<file path="config.mk">
export PLATFORM = sky130hd
export DESIGN_NAME = uart_rx_cfg
export DESIGN_NICKNAME = d
export VERILOG_FILES = /design/src/rtl/uart_rx_cfg.sv
export SDC_FILE = /design/constraint.sdc
export NUM_CORES = 1
export LEC_CHECK = 0
export ABC_CLOCK_PERIOD_IN_PS = 3150
export CORE_ASPECT_RATIO = 1.2
export CORE_MARGIN = 2
export CORE_UTILIZATION = 35
export CTS_CLUSTER_DIAMETER = 30
export DETAILED_ROUTE_END_ITERATION = 10
export SLEW_MARGIN = 25
export SYNTH_ARGS = -nofsm -noshare
export SYNTH_HDL_FRONTEND = slang
export SYNTH_SLANG_ARGS = --single-unit
</file>
<file path="constraint.sdc">
create_clock -name i_Clock -period 3.15 [get_ports i_Clock]
set_clock_uncertainty 0.15 [all_clocks]
set_input_delay 0.63 -clock i_Clock [delete_from_list [all_inputs] [get_ports i_Clock]]
set_output_delay 0.63 -clock i_Clock [all_outputs]
set_load 0.05 [all_outputs]
</file>
<file path="src/rtl/uart_rx_cfg.sv">
// uart_rx_cfg: parametrised UART receiver. Frame = start bit, DATA_BITS data bits (LSB first),
// optional odd/even parity bit, STOP_BITS stop bits. The RX pin passes through a 2-flop
// synchroniser; every bit is sampled on a counter aligned to the middle of the start bit.
// Build option: define UART_RX_MAJORITY_EN to vote each bit sample over three consecutive
// synchronised values instead of taking a single one.
module uart_rx_cfg #(
  parameter int CLKS_PER_BIT = 434,
  parameter int DATA_BITS    = 8,
  parameter int PARITY       = 0,
  parameter int STOP_BITS    = 1
) (
  input  logic                 i_Clock,
  input  logic                 i_Rst_n,
  input  logic                 i_RX_Serial,
  output logic                 o_RX_DV,
  output logic [DATA_BITS-1:0] o_RX_Data,
  output logic                 o_Parity_Err,
  output logic                 o_Frame_Err,
  output logic                 o_Busy
);

  localparam int CNT_W = $clog2(CLKS_PER_BIT);
  localparam int IDX_W = 4;
  localparam logic [CNT_W-1:0] HALF_CNT  = CNT_W'((CLKS_PER_BIT - 1) / 2);
  localparam logic [CNT_W-1:0] LAST_CNT  = CNT_W'(CLKS_PER_BIT - 1);
  localparam logic [IDX_W-1:0] DATA_LAST = IDX_W'(DATA_BITS - 1);
  localparam logic [IDX_W-1:0] STOP_LAST = IDX_W'(STOP_BITS - 1);

  localparam logic [2:0] S_IDLE      = 3'd0;
  localparam logic [2:0] S_START     = 3'd1;
  localparam logic [2:0] S_DATA      = 3'd2;
  localparam logic [2:0] S_PARITY    = 3'd3;
  localparam logic [2:0] S_STOP      = 3'd4;
  localparam logic [2:0] S_WAIT_IDLE = 3'd5;

  logic                 sync_meta, s;
  logic                 bit_s;
  logic [2:0]           state_q, state_d;
  logic [CNT_W-1:0]     cnt_q, cnt_d;
  logic [IDX_W-1:0]     idx_q, idx_d;
  logic [DATA_BITS-1:0] shreg_q, shreg_d;
  logic                 perr_q, perr_d;
  logic                 ferr_q, ferr_d;
  logic                 dv_q, dv_d;
  logic [DATA_BITS-1:0] data_q, data_d;
  logic                 perr_out_q, perr_out_d;
  logic                 ferr_out_q, ferr_out_d;
  logic                 last_cnt;
  logic                 ferr_nxt;
  logic                 par_x;

  // Two-flop synchroniser; idle-high line, so flops reset to 1.
  always_ff @(posedge i_Clock or negedge i_Rst_n) begin
    if (!i_Rst_n) begin
      sync_meta <= 1'b1;
      s         <= 1'b1;
    end else begin
      sync_meta <= i_RX_Serial;
      s         <= sync_meta;
    end
  end

`ifdef UART_RX_MAJORITY_EN
  logic s_d1, s_d2;

  // History of s one and two cycles back, so the vote covers count-2..count.
  always_ff @(posedge i_Clock or negedge i_Rst_n) begin
    if (!i_Rst_n) begin
      s_d1 <= 1'b1;
      s_d2 <= 1'b1;
    end else begin
      s_d1 <= s;
      s_d2 <= s_d1;
    end
  end

  assign bit_s = (s & s_d1) | (s & s_d2) | (s_d1 & s_d2);
`else
  assign bit_s = s;
`endif

  assign last_cnt = (cnt_q == LAST_CNT);
  assign ferr_nxt = ferr_q | ~bit_s;
  assign par_x    = (^shreg_q) ^ bit_s;

  // Next-state logic: bit timing, shifting, error accumulation and word completion.
  always_comb begin
    state_d    = state_q;
    cnt_d      = cnt_q;
    idx_d      = idx_q;
    shreg_d    = shreg_q;
    perr_d     = perr_q;
    ferr_d     = ferr_q;
    dv_d       = 1'b0;
    data_d     = data_q;
    perr_out_d = perr_out_q;
    ferr_out_d = ferr_out_q;
    case (state_q)
      S_IDLE: begin
        if (!s) begin
          state_d = S_START;
          cnt_d   = '0;
        end
      end
      S_START: begin
        if (cnt_q == HALF_CNT) begin
          // A high sample here is a glitch, not a start bit.
          state_d = bit_s ? S_IDLE : S_DATA;
          cnt_d   = '0;
          idx_d   = '0;
          perr_d  = 1'b0;
          ferr_d  = 1'b0;
        end else begin
          cnt_d = cnt_q + CNT_W'(1);
        end
      end
      S_DATA: begin
        if (last_cnt) begin
          cnt_d   = '0;
          shreg_d = {bit_s, shreg_q[DATA_BITS-1:1]};
          if (idx_q == DATA_LAST) begin
            idx_d   = '0;
            state_d = (PARITY != 0) ? S_PARITY : S_STOP;
          end else begin
            idx_d = idx_q + IDX_W'(1);
          end
        end else begin
          cnt_d = cnt_q + CNT_W'(1);
        end
      end
      S_PARITY: begin
        if (last_cnt) begin
          cnt_d   = '0;
          idx_d   = '0;
          perr_d  = (PARITY == 1) ? ~par_x : par_x;
          state_d = S_STOP;
        end else begin
          cnt_d = cnt_q + CNT_W'(1);
        end
      end
      S_STOP: begin
        if (last_cnt) begin
          cnt_d = '0;
          if (idx_q == STOP_LAST) begin
            idx_d      = '0;
            dv_d       = 1'b1;
            data_d     = shreg_q;
            perr_out_d = perr_q;
            ferr_out_d = ferr_nxt;
            // After a framing error wait for the line to return high (break handling).
            state_d    = ferr_nxt ? S_WAIT_IDLE : S_IDLE;
          end else begin
            idx_d  = idx_q + IDX_W'(1);
            ferr_d = ferr_nxt;
          end
        end else begin
          cnt_d = cnt_q + CNT_W'(1);
        end
      end
      S_WAIT_IDLE: begin
        if (s) state_d = S_IDLE;
      end
      default: state_d = S_IDLE;
    endcase
  end

  // Receiver state and registered outputs.
  always_ff @(posedge i_Clock or negedge i_Rst_n) begin
    if (!i_Rst_n) begin
      state_q    <= S_IDLE;
      cnt_q      <= '0;
      idx_q      <= '0;
      shreg_q    <= '0;
      perr_q     <= 1'b0;
      ferr_q     <= 1'b0;
      dv_q       <= 1'b0;
      data_q     <= '0;
      perr_out_q <= 1'b0;
      ferr_out_q <= 1'b0;
    end else begin
      state_q    <= state_d;
      cnt_q      <= cnt_d;
      idx_q      <= idx_d;
      shreg_q    <= shreg_d;
      perr_q     <= perr_d;
      ferr_q     <= ferr_d;
      dv_q       <= dv_d;
      data_q     <= data_d;
      perr_out_q <= perr_out_d;
      ferr_out_q <= ferr_out_d;
    end
  end

  assign o_RX_DV      = dv_q;
  assign o_RX_Data    = data_q;
  assign o_Parity_Err = perr_out_q;
  assign o_Frame_Err  = ferr_out_q;
  assign o_Busy       = (state_q != S_IDLE);

endmodule
</file>
==> results.yml, run 1 <==
finish:
  area_growth_pct: 13.6
  drive_above_1_share: 0.201
  layout_common_cells: "dfrtp_1 (37), mux2_2 (20), clkdlybuf4s50_1 (13), nand2_1 (10)"
  design.final.nets: 211
  postLayoutCellArea_mm2: 0.00238
  mostFrequentLayoutCell: "dfrtp_1"
  fin_util: 0.417
  num_antenna_cells: 0
worst_setup_path:
  required_ps: 2370
  crit_path_end_kind: "output port"
  r2r_end: "state_q[0]$_DFFE_PN0P_"
  cp_cell_sequence: "or3_1 > clkdlybuf4s50_1"
  cpPeakStageDelay_ps: 700
  critPathMaxFanout: 16
  arrival_ps: 1950
  critPathLaunchType: "flop"
  slowest_stage: "clkdlybuf4s50_1"
  crit_family: "buffers and inverters"
  r2r_cells: 6
  critical_path_class: "flop to output port"
  cp.depth: 2
  critPathBufInv: 1
  r2r_slack_ps: 830
  r2r_start: "idx_q[0]$_DFFE_PN0P_"
route:
  drt-total-wl_um: 3830
  vias: 1443
  first_pass_iters: 4
  ant_nets: 0
  first_iter_violations: 111
  wl_per_cell_um: 13.5
  drc: 0
  viasPerCell: 5.08
clock_network:
  tritoncts: "yes"
  insertion_delay_ps: 300
  cts_resized: 0
  root_buffer: "clkbuf_8"
  postCtsSetupBuffers: 0
  cts_buffers: 5
  htreeDepth: 2
  cts_buffer_depth: 2
  cts-hold-fix-buffers: 0
  clock-sinks: 39
  clkTransAtPathRegs_ps: 80
global_routing:
  grt_max_degree: 40
  grt_usage: 0.129
  grt_overflow: 0
  antenna_found_initial: 0
  grt_pass1_wl_um: 6400
  grt_pass1_vias: 1352
floorplanning:
  pin_count: 15
  die_x_um: 74.6
  die_area_mm2: 0.00662
  row_count: 30
  initial_core_util: 0.367
  die_y_um: 88.7
  core_area_mm2: 0.00571
yosys:
  synth_warnings: 0
  synthFlopType: "dfrtp_1"
  async_reset_ff_frac: 1.00
  syn_nets: 196
  yosysTopAreaCellShare: 0.442
  synth.largest_area_cell: "dfrtp_1"
  synth_cell_types: 51
  synthTopCellsByArea: "dfrtp_1 (44%), mux2_2 (11%), ha_1 (3.0%)"
  ys_seq_area_frac: 0.467
  syn_avg_cell_area_um2: 11.1
  synth_cells: 188
  syn_area_mm2: 0.00209
  ys_ff_latch: 39
  synth-edff-count: 0
min_path:
  min-delay-start: "sync_meta$_DFF_PN1_"
  hold_end: "bit_s$_DFF_PN1_"
  min_path_cells: 0
  hp-class: "flop to flop"
timing:
  period_minus_slack_ps: 2730
  fin_hold_ws_ps: 208
  maxSlewHeadroom: 0.429
  tns_ps: 0
  fmax_mhz: 367
  setup_viol: 0
  drv_slew: 0
  tightest_slew_ps: 857
  rsz0062_at_grt: "no"
  hold_viol: 0
  post-route-period-util: 0.866
placement:
  gp_congestion: 0.771
  portBuffers: 14
  dpl_cell_area_mm2: 0.00229
  dp_hpwl_um: 2590
pwr:
  ir_worst_vdd_mv: 0.155
  p_leak_nw: 1.05
  powerDensity_mw_per_mm2: 362
job:
  cap_violations: 0
outcome:
  status: "finished clean"
[per-stage QoR]
stage | instances | worst slack, ps | power [mW]
finish | 284 | 423 | 0.862
global route | 284 | 343 | 0.892
CTS | 284 | 417 | 0.869
detailed placement | 276 | 758 | 0.530
global placement | 276 | 769 | 0.530
floorplan | 188 | 963 | 0.516
[where the power goes]
part	leakage [nW]	total (mW)	internal [mW]	switching [mW]
combinational	0.487	0.0143	0.00317	0.0111
sequential	0.523	0.504	0.503	0.00159
clock	0.0412	0.343	0.155	0.189
[registers in the layout (all words and copies together), names as in the netlist, 3 cells and up]
register / count
o_RX_Data: 8
cnt_q: 9
idx_q: 4
state_q: 3
shreg_q: 8
[how the worst max path moves through the flow]
stage	from	end	slack (ps)
3_5_place_dp	state_q[2]$_DFFE_PN0P_	o_Busy	760
5_1_grt	state_q[2]$_DFFE_PN0P_	o_Busy	340
6_report	state_q[2]$_DFFE_PN0P_	o_Busy	420
4_1_cts	state_q[2]$_DFFE_PN0P_	o_Busy	420
2_1_floorplan	idx_q[0]$_DFFE_PN0P_	state_q[0]$_DFFE_PN0P_	960
3_3_place_gp	state_q[2]$_DFFE_PN0P_	o_Busy	770
[cell usage after synthesis (all sizes together) (4+ instances only)]
cell type,instances
buf,6
dfrtp,37
ha,5
a22o,4
a21o,5
o21ai,10
nor3b,4
nor2b,4
nand3b,6
xnor2,7
nor2,7
a21oi,4
nand3,8
nand2,10
mux2,21
inv,9
[worst reg2reg max path, stage by stage, from the launching register on]
cell and delay, ps:
dfrtp_1 420, inv_1 70, ha_1 140, or3b_2 500, and2_1 200, nor4_4 360
mux2_2 370
[cell families after synthesis]
logic type	count (synthesis)	synth area share
AND/OR/NAND/NOR	63	0.199
buffers and inverters	16	0.0365
flip-flops	39	0.467
XOR/XNOR	9	0.0377
multiplexers	22	0.118
AO/OA/AOI/OAI	34	0.112
adder cells (fa/ha/maj)	5	0.0299
[routing by layer]
metal / routed length, um / track usage / vias to the layer above
met3: 99 / 0.0296 / 7
met2: 1830 / 0.213 / 18
li1: - / - / 704
met1: 1810 / 0.154 / 714
met4: 92 / 0.0682 / 0
met5: 0 / 0 / -
[cell type report]
class	instances	area, um^2
clock buffers	6	72.6
clock inverters	2	12.5
fillers	574	3330
inverters	9	33.8
multi-input cells	133	1040
flip-flops and latches	39	978
well taps	80	100
repair buffers	15	143
Note: power is estimated with default switching activity, not from simulation.
==> run 2: changes to the inputs <==
--- a/config.mk
+++ b/config.mk
@@ -11,6 +11,8 @@
 export CORE_UTILIZATION = 35
 export CTS_CLUSTER_DIAMETER = 30
 export DETAILED_ROUTE_END_ITERATION = 10
+export DONT_BUFFER_PORTS = 1
+export SETUP_SLACK_MARGIN = 0.4
 export SLEW_MARGIN = 25
 export SYNTH_ARGS = -nofsm -noshare
 export SYNTH_HDL_FRONTEND = slang
==> run 2 against run 1 <==
  * Count of clock-buffer cells in the layout is 1 lower
  * Highest routed layer unchanged
  * Worst setup slack improved by 440 ps
  * Flip-flop and latch count is the same
==> results.yml, run 2 (synthesis gave the netlist of run 1 again) <==
global_routing:
  grt_usage: 0.129
  grt_max_degree: 38
  grt_pass1_vias: 1343
  antenna_found_initial: 0
  global_route.usage.met3: 0.0399
  use_met1: 0.162
  use_met2: 0.195
  busiest_layer: "met2"
  grt_pass1_wl_um: 6440
  grt_overflow: 0
worst_setup_path:
  r2r_cells: 7
  critPathLaunchType: "flop"
  cp.depth: 7
  critPathBufInv: 1
  arrival_ps: 2320
  crit_path_end_kind: "flop"
  required_ps: 3190
  critical_path_class: "flop to flop"
  cpPeakStageDelay_ps: 410
  cp_cell_sequence: "inv_1 > ha_1 > and4bb_2 > a22oi_1 > a21o_4 > nor4_4 > mux2_2"
  critPathMaxFanout: 16
  crit_family: "simple AND/OR/NAND/NOR gates"
  slowest_stage: "dfrtp_1"
pwr:
  p_leak_nw: 1.03
  clkPwrFrac: 0.447
  powerDensity_mw_per_mm2: 409
  p_int_mw: 0.743
  pwr-share-comb: 0.016
  switchingPower_mw: 0.195
  ir_worst_vdd_mv: 0.213
  swShare: 0.208
  seqPwrFrac: 0.538
  finalPower_mw: 0.937
outcome:
  status: "finished clean"
clock_network:
  insertion_delay_ps: 300
  cts-hold-fix-buffers: 1
  postCtsSetupBuffers: 0
  cts_buffers: 5
  clock-sinks: 39
  tritoncts: "yes"
  cts_resized: 0
  cts_buffer_depth: 2
  htreeDepth: 2
  clkTransAtPathRegs_ps: 80
  root_buffer: "clkbuf_8"
timing:
  fin_hold_ws_ps: 5.27
  maxSlewHeadroom: 0.677
  rsz0062_at_grt: "no"
  hold_viol: 0
  tns_ps: 0
  setup_viol: 0
  post-route-period-util: 0.726
  drv_slew: 0
  period_minus_slack_ps: 2290
  fmax_mhz: 437
  tightest_slew_ps: 484
finish:
  num_antenna_cells: 0
  largest_register: "cnt_q"
  area_growth_pct: 9.44
  mostFrequentLayoutCell: "dfrtp_1"
  design.final.nets: 198
  largest_reg_flops: 9
  final_cells: 271
  drive_above_1_share: 0.220
  layout_common_cells: "dfrtp_1 (37), mux2_2 (20), nand2_1 (10), inv_1 (9), o21ai_0 (9)"
placement:
  dpl.cell_count: 262
  dp_hpwl_um: 2510
  gp_congestion: 0.812
  portBuffers: 0
route:
  ant_nets: 0
  vias: 1380
  wl_per_cell_um: 13.9
  first_pass_iters: 4
  drt-total-wl_um: 3780
  first_iter_violations: 86
  drc: 0
  viasPerCell: 5.09
floorplanning:
  die_y_um: 88.7
  core_area_mm2: 0.00571
  row_count: 30
  initial_core_util: 0.367
  die_area_mm2: 0.00662
  die_x_um: 74.6
  pin_count: 15
job:
  cap_violations: 0
min_path:
  hp-class: "input pin to async pin"
[run 2: final timing paths]
kind | start | endpoint | slack (ps)
max | cnt_q[1]$_DFFE_PN0P_ | state_q[1]$_DFFE_PN0P_ | 860
min | i_Rst_n | cnt_q[7]$_DFFE_PN0P_ | 5
max reg2reg | cnt_q[1]$_DFFE_PN0P_ | state_q[1]$_DFFE_PN0P_ | 860
min reg2reg | sync_meta$_DFF_PN1_ | bit_s$_DFF_PN1_ | 210
max in group asynchronous | i_Rst_n | shreg_q[3]$_DFFE_PN0P_ | 2650
min in group i_Clock | i_RX_Serial | sync_meta$_DFF_PN1_ | 180
[run 2: power by group through the flow]
stage / Clock [mW] / Sequential (mW) / Combinational, mW
5_1_grt: 0.460 / 0.504 / 0.0174
2_1_floorplan: 0 / 0.513 / 0.00281
6_report: 0.419 / 0.504 / 0.0146
3_5_place_dp: 0 / 0.514 / 0.00321
4_1_cts: 0.440 / 0.504 / 0.0157
3_3_place_gp: 0 / 0.514 / 0.00320
[run 2: routing by layer]
layer | up-vias | share of wire
met4 | 0 | 0.034
met2 | 30 | 0.46
met5 | - | 0
met3 | 8 | 0.045
met1 | 662 | 0.46
li1 | 680 | -
[run 2: area by class of cell]
class	instances	area, um^2
fillers	579	3410
multi-input cells	133	1040
flip-flops and latches	39	978
well taps	80	100
clock buffers	5	68.8
clock inverters	3	43.8
inverters	9	33.8
repair buffers	2	27.5
[run 2: worst register-to-register path, cell delays in order (launching register included)]
cell	delay (ps)
dfrtp_1	410
inv_1	100
ha_1	180
and4bb_2	270
a22oi_1	100
a21o_4	260
nor4_4	340
mux2_2	370
[run 2: per-stage QoR]
| step | utilization | setup WS (ps) | cell area, um^2 |
|---|---|---|---|
| finish | 0.402 | 864 | 2290 |
| global route | 0.402 | 753 | 2290 |
| CTS | 0.402 | 853 | 2290 |
| detailed placement | 0.378 | 851 | 2160 |
| global placement | 0.378 | 892 | 2160 |
| floorplan | - | 963 | 2090 |
==> run 3: changes to the inputs <==
--- a/config.mk
+++ b/config.mk
@@ -5,7 +5,7 @@
 export SDC_FILE = /design/constraint.sdc
 export NUM_CORES = 1
 export LEC_CHECK = 0
-export ABC_CLOCK_PERIOD_IN_PS = 3150
+export ABC_CLOCK_PERIOD_IN_PS = 2290
 export CORE_ASPECT_RATIO = 1.2
 export CORE_MARGIN = 2
 export CORE_UTILIZATION = 35
==> constraint.sdc (replaced) <==
create_clock -name i_Clock -period 2.29 [get_ports i_Clock]
set_clock_uncertainty 0.15 [all_clocks]
set_input_delay 0.458 -clock i_Clock [delete_from_list [all_inputs] [get_ports i_Clock]]
set_output_delay 0.458 -clock i_Clock [all_outputs]
set_load 0.05 [all_outputs]
==> run 3 against run 2 <==
  * Maximum frequency up 9.1%
  * Routed wire length up 28%
  * Critical endpoint is now state_q[2]$_DFFE_PN0P_
  * Largest cell class unchanged
  * Sequential power up 38%
  * Worst setup slack worse by 670 ps
  * Via count up 14%
  * Hold slack better by 200 ps
  * Die area unchanged
  * Critical path depth down 1
  * First-iteration DRC count down 28%
  * Total power up 42%
  * Highest routed layer unchanged
  * Non-clock buffer count up 35
  * Register-to-register slack worse by 670 ps
==> results.yml, run 3 (synthesis gave the netlist of run 1 again) <==
global_routing:
  global_route.usage.met3: 0.0319
  grt_pass1_vias: 1458
  busiest_layer: "met2"
  use_met2: 0.240
  grt_max_degree: 40
  grt_usage: 0.146
  antenna_found_initial: 0
  grt_overflow: 0
  grt_pass1_wl_um: 7330
  use_met1: 0.189
route:
  drt-total-wl_um: 4840
  viasPerCell: 5.13
  first_iter_violations: 62
  vias: 1569
  wl_per_cell_um: 15.8
  first_pass_iters: 4
  ant_nets: 0
  drc: 0
clock_network:
  cts_buffers: 5
  clkTransAtPathRegs_ps: 80
  tritoncts: "yes"
  cts_buffer_depth: 2
  clock-sinks: 39
  htreeDepth: 2
  root_buffer: "clkbuf_8"
  insertion_delay_ps: 290
placement:
  dpl.cell_count: 268
  dpl_cell_area_mm2: 0.00229
  gp_congestion: 0.727
  dp_hpwl_um: 2820
  portBuffers: 0
worst_setup_path:
  r2r_slack_ps: 190
  critPathMaxFanout: 3
  r2r_end: "state_q[2]$_DFFE_PN0P_"
  r2r_cells: 6
  critPathLaunchType: "flop"
  r2r_start: "idx_q[1]$_DFFE_PN0P_"
  crit_path_end_kind: "flop"
  critical_path_class: "flop to flop"
  arrival_ps: 2130
  required_ps: 2320
floorplanning:
  initial_core_util: 0.367
  die_area_mm2: 0.00662
  core_area_mm2: 0.00571
  die_y_um: 88.7
  pin_count: 15
  die_x_um: 74.6
  row_count: 30
min_path:
  hold_end: "bit_s$_DFF_PN1_"
  hp-class: "flop to flop"
  min_path_cells: 0
  min-delay-start: "sync_meta$_DFF_PN1_"
timing:
  setup_viol: 0
  post-route-period-util: 0.915
  hold_viol: 0
  period_minus_slack_ps: 2100
  rsz0062_at_grt: "yes"
  maxSlewHeadroom: 0.618
  drv_slew: 0
  fmax_mhz: 477
  tightest_slew_ps: 567
  tns_ps: 0
finish:
  postLayoutCellArea_mm2: 0.00286
  area_growth_pct: 36.5
  design.final.nets: 233
  seq_area_um2: 980
  largest_reg_flops: 9
  num_antenna_cells: 0
  final_cells: 306
  largest_register: "cnt_q"
  mostFrequentLayoutCell: "dfrtp_1"
  drive_above_1_share: 0.425
  layout_common_cells: "dfrtp_1 (36), buf_4 (23), mux2_4 (18), nand2_1 (9)"
  fin_util: 0.501
  n_fill_cell: 517
  multi_input_area_mm2: 0.00125
pwr:
  ir_worst_vdd_mv: 0.228
  finalPower_mw: 1.34
  p_leak_nw: 1.28
  powerDensity_mw_per_mm2: 467
outcome:
  status: "finished clean"
job:
  cap_violations: 0
-- run 3: cell types whose count changed in the layout (fill, tap and decap cells not counted), sizes merged --
cell,before,now
clkinv,2,0
dlygate4sd3,0,2
buf,2,34
inv,9,10
clkbuf,5,7
-- run 3: worst max path at each step --
stage / start / to / slack (ps) / depth (start not counted)
detailed placement: cnt_q[1]$_DFFE_PN0P_ / state_q[2]$_DFFE_PN0P_ / 110 / 7
global placement: cnt_q[1]$_DFFE_PN0P_ / state_q[2]$_DFFE_PN0P_ / 150 / 7
CTS: idx_q[1]$_DFFE_PN0P_ / state_q[2]$_DFFE_PN0P_ / 200 / 6
floorplan: cnt_q[0]$_DFFE_PN0P_ / state_q[2]$_DFFE_PN0P_ / 200 / 7
global route: idx_q[1]$_DFFE_PN0P_ / state_q[2]$_DFFE_PN0P_ / 100 / 6
finish: idx_q[1]$_DFFE_PN0P_ / state_q[2]$_DFFE_PN0P_ / 190 / 6
-- run 3: layer usage --
metal  vias to the layer above  wire length, um  part of all wire
met5                         -                0                 0
met4                         0              114             0.024
met3                        10              123             0.025
met2                        24             2480              0.51
met1                       781             2120              0.44
li1                        754                -                 -
-- run 3: layout make-up --
type | instances | area share
multi-input combinational | 133 | 0.437
timing repair buffer | 37 | 0.131
tap | 80 | 0.0350
sequential | 39 | 0.343
clock inverter | 2 | 0.0136
clock buffer | 6 | 0.0289
inverter | 9 | 0.0118
-- run 3: where the power goes --
group	internal (mW)	switching [mW]
logic	0.00935	0.0172
registers	0.691	0.00170
clock network	0.358	0.258
-- run 3: worst max-delay path, stage by stage, from the launching register on --
cell     delay, ps
dfrtp_1        390
inv_1           60
ha_1           130
or3b_4         390
and2_4         170
nor4_4         360
mux2_1         350
-- run 3: timing repair --
action / CTS / global route
cloned: 0 / 2
hold endpoints to repair: 40 / 0
setup endpoints to repair: 31 / 35
pin swaps: 3 / 6
setup buffers: 12 / 13
gates resized for setup: 12 / 29
hold buffers: 3 / 0
-- run 3: per-stage QoR --
| stage | setup slack (ps) | hold slack (ps) |
|---|---|---|
| 6_report | 194 | 209 |
| 5_1_grt | 100 | 215 |
| 4_1_cts | 197 | 211 |
| 3_5_place_dp | 108 | 12.9 |
| 3_3_place_gp | 151 | 13.1 |
| 2_1_floorplan | 195 | 12.4 |
